==> config.mk <==
export PLATFORM = sky130hd
export DESIGN_NAME = div_seq
export DESIGN_NICKNAME = d
export VERILOG_FILES = /design/src/rtl/div_seq.sv
export SDC_FILE = /design/constraint.sdc
export NUM_CORES = 1
export LEC_CHECK = 0
export CAP_MARGIN = 20
export CORE_MARGIN = 2
export CORE_UTILIZATION = 55
export DETAILED_ROUTE_END_ITERATION = 16
export PLACE_DENSITY = 0.81
export SLEW_MARGIN = 20
export SYNTH_ARGS = -nofsm -noshare
export SYNTH_HDL_FRONTEND = slang
export SYNTH_SLANG_ARGS = --single-unit
==> constraint.sdc <==
create_clock -name i_clk -period 8.05 [get_ports i_clk]
set_input_delay 1.61 -clock i_clk [delete_from_list [all_inputs] [get_ports i_clk]]
set_output_delay 1.61 -clock i_clk [all_outputs]
set_load 0.1 [all_outputs]
==> src/rtl/div_seq.sv <==
// Multi-cycle 32-bit restoring divider for the EX stage: stalls EX while busy, returns quotient/remainder with a one-cycle done strobe.
// Optional macro DIV_SIGNED_EN compiles in the signed DIV path (operand/result negation).
module div_seq (
  input  logic        i_clk,
  input  logic        i_reset,
  input  logic        i_start,
  input  logic        i_signed_div,
  input  logic [31:0] i_dividend,
  input  logic [31:0] i_divisor,
  input  logic        i_annul,
  output logic        o_stall_req,
  output logic        o_done,
  output logic [31:0] o_result_hi,
  output logic [31:0] o_result_lo,
  output logic        o_div_zero
);

  typedef enum logic [1:0] {S_IDLE, S_DIVIDE, S_ZERO, S_DONE} state_t;

  state_t      r_state, w_next;
  logic [32:0] r_rem;
  logic [31:0] r_quo;
  logic [31:0] r_dvs;
  logic [4:0]  r_cnt;
  logic        r_fin;
  logic        r_done;
  logic        r_div_zero;
  logic [31:0] r_result_hi;
  logic [31:0] r_result_lo;

  logic        w_accept;
  logic        w_a_neg, w_b_neg;
  logic [31:0] w_a_mag, w_b_mag;
  logic [33:0] w_shift, w_diff;
  logic        w_ge;
  logic [32:0] w_rem_nx;
  logic [31:0] w_quo_nx;
  logic [31:0] w_lo_fix, w_hi_fix;

  assign w_accept = (r_state == S_IDLE) && i_start && !i_annul;

`ifdef DIV_SIGNED_EN
  logic r_q_neg, r_r_neg;
  assign w_a_neg  = i_signed_div & i_dividend[31];
  assign w_b_neg  = i_signed_div & i_divisor[31];
  assign w_a_mag  = w_a_neg ? (~i_dividend + 32'd1) : i_dividend;
  assign w_b_mag  = w_b_neg ? (~i_divisor + 32'd1) : i_divisor;
  assign w_lo_fix = r_q_neg ? (~r_quo + 32'd1) : r_quo;
  assign w_hi_fix = r_r_neg ? (~r_rem[31:0] + 32'd1) : r_rem[31:0];

  always_ff @(posedge i_clk or posedge i_reset) begin
    if (i_reset) begin
      r_q_neg <= 1'b0;
      r_r_neg <= 1'b0;
    end else if (w_accept) begin
      r_q_neg <= w_a_neg ^ w_b_neg;
      r_r_neg <= w_a_neg;
    end
  end
`else
  logic w_unused_signed;
  assign w_unused_signed = i_signed_div;
  assign w_a_neg  = 1'b0;
  assign w_b_neg  = 1'b0;
  assign w_a_mag  = i_dividend;
  assign w_b_mag  = i_divisor;
  assign w_lo_fix = r_quo;
  assign w_hi_fix = r_rem[31:0];
`endif

  // rem < divisor holds between iterations, so a 34-bit subtract gives a clean sign bit
  assign w_shift  = {r_rem, r_quo[31]};
  assign w_diff   = w_shift - {2'b00, r_dvs};
  assign w_ge     = ~w_diff[33];
  assign w_rem_nx = w_ge ? w_diff[32:0] : w_shift[32:0];
  assign w_quo_nx = {r_quo[30:0], w_ge};

  always_ff @(posedge i_clk or posedge i_reset) begin
    if (i_reset) r_state <= S_IDLE;
    else         r_state <= w_next;
  end

  always_comb begin
    w_next      = r_state;
    o_stall_req = 1'b0;
    case (r_state)
      S_IDLE: begin
        o_stall_req = w_accept;
        if (w_accept) w_next = (i_divisor == 32'd0) ? S_ZERO : S_DIVIDE;
      end
      S_DIVIDE: begin
        o_stall_req = 1'b1;
        if (i_annul)    w_next = S_IDLE;
        else if (r_fin) w_next = S_DONE;
      end
      S_ZERO: begin
        o_stall_req = 1'b1;
        w_next      = i_annul ? S_IDLE : S_DONE;
      end
      default: w_next = S_IDLE;
    endcase
  end

  // After the 32nd iteration one extra DIVIDE cycle applies the sign fix-up into the result registers
  always_ff @(posedge i_clk or posedge i_reset) begin
    if (i_reset) begin
      r_rem       <= '0;
      r_quo       <= '0;
      r_dvs       <= '0;
      r_cnt       <= '0;
      r_fin       <= 1'b0;
      r_done      <= 1'b0;
      r_div_zero  <= 1'b0;
      r_result_hi <= '0;
      r_result_lo <= '0;
    end else begin
      r_done     <= 1'b0;
      r_div_zero <= 1'b0;
      case (r_state)
        S_IDLE: begin
          if (w_accept && (i_divisor != 32'd0)) begin
            r_rem <= '0;
            r_quo <= w_a_mag;
            r_dvs <= w_b_mag;
            r_cnt <= '0;
            r_fin <= 1'b0;
          end
        end
        S_DIVIDE: begin
          if (!i_annul) begin
            if (!r_fin) begin
              r_rem <= w_rem_nx;
              r_quo <= w_quo_nx;
              r_cnt <= r_cnt + 5'd1;
              r_fin <= (r_cnt == 5'd31);
            end else begin
              r_result_hi <= w_hi_fix;
              r_result_lo <= w_lo_fix;
              r_done      <= 1'b1;
            end
          end
        end
        S_ZERO: begin
          if (!i_annul) begin
            r_result_hi <= '0;
            r_result_lo <= '0;
            r_done      <= 1'b1;
            r_div_zero  <= 1'b1;
          end
        end
        default: ;
      endcase
    end
  end

  assign o_done      = r_done;
  assign o_div_zero  = r_div_zero;
  assign o_result_hi = r_result_hi;
  assign o_result_lo = r_result_lo;

endmodule

==> flow_metrics.py <==
metrics = {
    "logic_synthesis": {
        "ys.warnings.count": 0,
        "async_flop_share_pct": 100,
        "ys.flop_type": "dfrtp_1",
        "synth_area_sq_um": 9280,
        "synth-simple-area-share_pct": 19.6,
        "synth_cell_types": 67,
        "synth_edf_count": 0,
        "synth.top_cell.area_share_pct": 46.1,
        "synthCells": 991,
        "avgSynthCellArea_sq_um": 9.37,
        "yosys.area_share.adder_pct": 5.34,
        "synth.largest_area_cell": "dfrtp_1",
        "synthMuxAreaShare_pct": 8.74,
        "syn_nets": 1099,
        "synth_compound_area_share_pct": 13.5,
        "synth-xor-area-share_pct": 2.55,
        "synth_top_family_by_area": "simple AND/OR/NAND/NOR gates",
        "synth-seq-area-share_pct": 46.1,
        "yosys_register_bits": 171,
        "ys_top_cells_by_area": "dfrtp_1 (46%), nand2_1 (9.4%), ha_1 (5.1%)",
    },
    "grt": {
        "grt_pass1_vias": 7134,
        "use_met1_pct": 35.5,
        "antenna_found_initial": 0,
        "gr-usage-met2_pct": 40.5,
        "grt_start_max_net_pins": 101,
        "grtUsageTotal_pct": 25.2,
        "busiest_layer": "met2",
        "gr-usage-met3_pct": 4.42,
        "grt_overflow": 0,
        "grt_pass1_wl_um": 36100,
    },
    "layout": {
        "antenna_cells": 0,
        "layout-area-overhead-vs-synth_pct": 22.4,
        "multi_input_area_sq_um": 4660,
        "nets": 1210,
        "register_area_sq_um": 4280,
        "layout-drive-gt1-share_pct": 8.34,
        "n_fill_cell": 1307,
        "post-route-util_pct": 68.8,
    },
    "worst_setup_path": {
        "critPathLaunch": "i_annul",
        "cp-end-kind": "primary output",
        "required_ns": 6.44,
        "max_stage_delay_ns": 1.17,
        "critPathArrivalTime_ns": 3.65,
        "path_max_fanout": 5,
        "slowest_stage": "clkdlybuf4s50_1",
        "critPathKind": "primary input to primary output",
        "critPathMostFrequentCell": "clkdlybuf4s50_1",
        "cp_cell_sequence": "clkdlybuf4s50_1 -> inv_1 -> a31oi_1 -> nor2_1 -> clkdlybuf4s50_1",
        "cp-start-kind": "primary input",
        "reg2reg_from": "r_dvs[1]",
    },
    "floorplan": {
        "num_rows": 47,
        "ioPinCount": 136,
        "die_w_um": 134,
        "initial_core_util_pct": 56.2,
        "core_area_sq_um": 16500,
        "die_area_sq_um": 17900,
        "die-height_um": 134,
    },
    "sta": {
        "holdWs_ns": 0.467,
        "setup_tns_ns": 0,
        "final-setup-viol-count": 0,
        "max_clock_freq_mhz": 190,
        "min_period_ns": 5.26,
        "finalHoldViolations": 0,
        "finalClockSkew_ns": 0.0149,
        "tightest_slew_ns": 1.04,
        "relSlewSlack_pct": 30.5,
        "rsz0062_at_grt": "no",
        "finalCritPeriodShare_pct": 65.4,
        "final_max_slew_viol_count": 0,
    },
    "worst_hold_path": {
        "hp-class": "flop to flop",
        "hp-start": "o_result_lo[6]",
    },
    "detailed_routing": {
        "viasPerCell": 5.65,
        "drc": 0,
        "firstDrtPassIters": 5,
        "vias": 7537,
        "drt_first_iter_violations": 492,
        "avgRoutedWirePerCell_um": 16.2,
        "wirelength_um": 21700,
        "ant_nets": 0,
    },
    "clock_tree": {
        "htree_levels": 4,
        "post_cts_buffers": 0,
        "cts_tree": "built",
        "clkSinkCount": 171,
        "cts_root_buf": "clkbuf_16",
        "clk_pin_slew_ns": 0.06,
        "ctsHoldBuffers": 0,
        "clock_latency_ns": 0.44,
        "cts_max_path_buffers": 2,
        "cts_buffers": 17,
        "post_cts_resized": 0,
    },
    "place": {
        "dp_hpwl_um": 14900,
        "place_congestion": 0.930,
        "portBuffers": 134,
    },
    "flow_run": {
        "drv_cap": 0,
    },
    "outcome": {
        "status": "finished clean",
    },
    "power_and_ir_drop": {
        "power_leakage_nw": 5.22,
        "vdd_drop_max_mv": 0.260,
        "finalPower_w": 0.00443,
        "power.density_nw_per_um2": 390,
    },
}
cell type report:
cell class / instances / area share [%]
Timing Repair Buffer: 141 / 12.3
Clock inverter: 13 / 1.26
Sequential cell: 171 / 37.7
Multi-Input combinational cell: 726 / 41.0
Tap cell: 220 / 2.42
Inverter: 45 / 1.53
Clock buffer: 19 / 3.90
per-stage QoR:
step / setup slack (ns) / cell area (sq um) / std cells
2_1_floorplan: 1.81 / 9280 / 991
3_3_place_gp: 2.83 / 10800 / 1303
3_5_place_dp: 2.80 / 10800 / 1303
4_1_cts: 2.79 / 11400 / 1335
5_1_grt: 2.73 / 11400 / 1335
6_report: 2.79 / 11400 / 1335
cells by family (layout without fill, tap and decap cells):
| family | count (synthesis) | after routing |
|---|---|---|
| xor gates and xnor gates | 27 | 27 |
| adders and majority gates | 39 | 39 |
| AOI/OAI and AO/OA | 200 | 200 |
| and+or+nand+nor | 383 | 383 |
| buffers and inverters | 94 | 218 |
| muxes | 77 | 77 |
| DFF | 171 | 171 |
cells in the mapped netlist (6+ instances only):
| library cell | instances |
|---|---|
| nand2_1 | 232 |
| o221ai_1 | 9 |
| a21oi_1 | 46 |
| mux2i_1 | 45 |
| o21ai_0 | 64 |
| nor4_1 | 9 |
| clkbuf_1 | 41 |
| xnor2_1 | 13 |
| mux2_2 | 32 |
| dfrtp_1 | 171 |
| nor3_1 | 7 |
| o21ai_1 | 22 |
| xor2_1 | 14 |
| a21o_1 | 7 |
| nor2b_1 | 7 |
| nor2_1 | 35 |
| inv_1 | 45 |
| nand3b_1 | 63 |
| a211oi_1 | 6 |
| ha_1 | 38 |
per-layer routing:
layer	share of wire, %	routed length [um]	vias to the layer above
met4	1.5	325	0
li1	-	-	3668
met3	5.1	1110	29
met1	47	10200	3634
met2	46	10000	206
met5	0	0	-
critical path, delay by kind of cell:
kind                   cells  cell delay, ns
and+or+nand+nor            1            0.11
AOI/OAI and AO/OA          1            0.09
buffers and inverters      3            1.84
registers in the layout (all words and copies together), names as in the netlist:
name and cells:
o_div_zero 1, r_state 2, r_rem 33, r_quo 32
o_result_hi 32, o_done 1, r_dvs 32, o_result_lo 32
r_cnt 5, r_fin 1
placed cells by master, fill, tap and decap left out, types with 9 or more instances in the layout:
master and count:
a21oi_1 46, clkbuf_16 17, clkdlybuf4s50_1 134, dfrtp_1 171, ha_1 36, inv_1 44, mux2_2 32, mux2i_1 45
nand2_1 232, nand3b_1 63, nor2_1 33, nor4_1 9, o21ai_0 63, o21ai_1 22, o221ai_1 9, xnor2_1 13
xor2_1 14
final timing paths:
path	endpoint	slack, ns	cells after the start
worst max-delay path	o_stall_req	2.79	5
worst min-delay path	o_result_lo[6]	0.47	2
worst max register to register	r_rem[22]	4.46	10
worst min register to register	o_result_lo[6]	0.47	2
max in group asynchronous	r_quo[8]	4.90	3
min in group asynchronous	o_result_hi[9]	1.69	2
power breakdown:
part / internal, W / leakage (nW) / switching (W)
clock network: 0.000468 / 0.278 / 0.000351
logic: 0.000721 / 2.70 / 0.00155
registers: 0.00114 / 2.24 / 0.000191
Power figures use the tool's default switching activity.
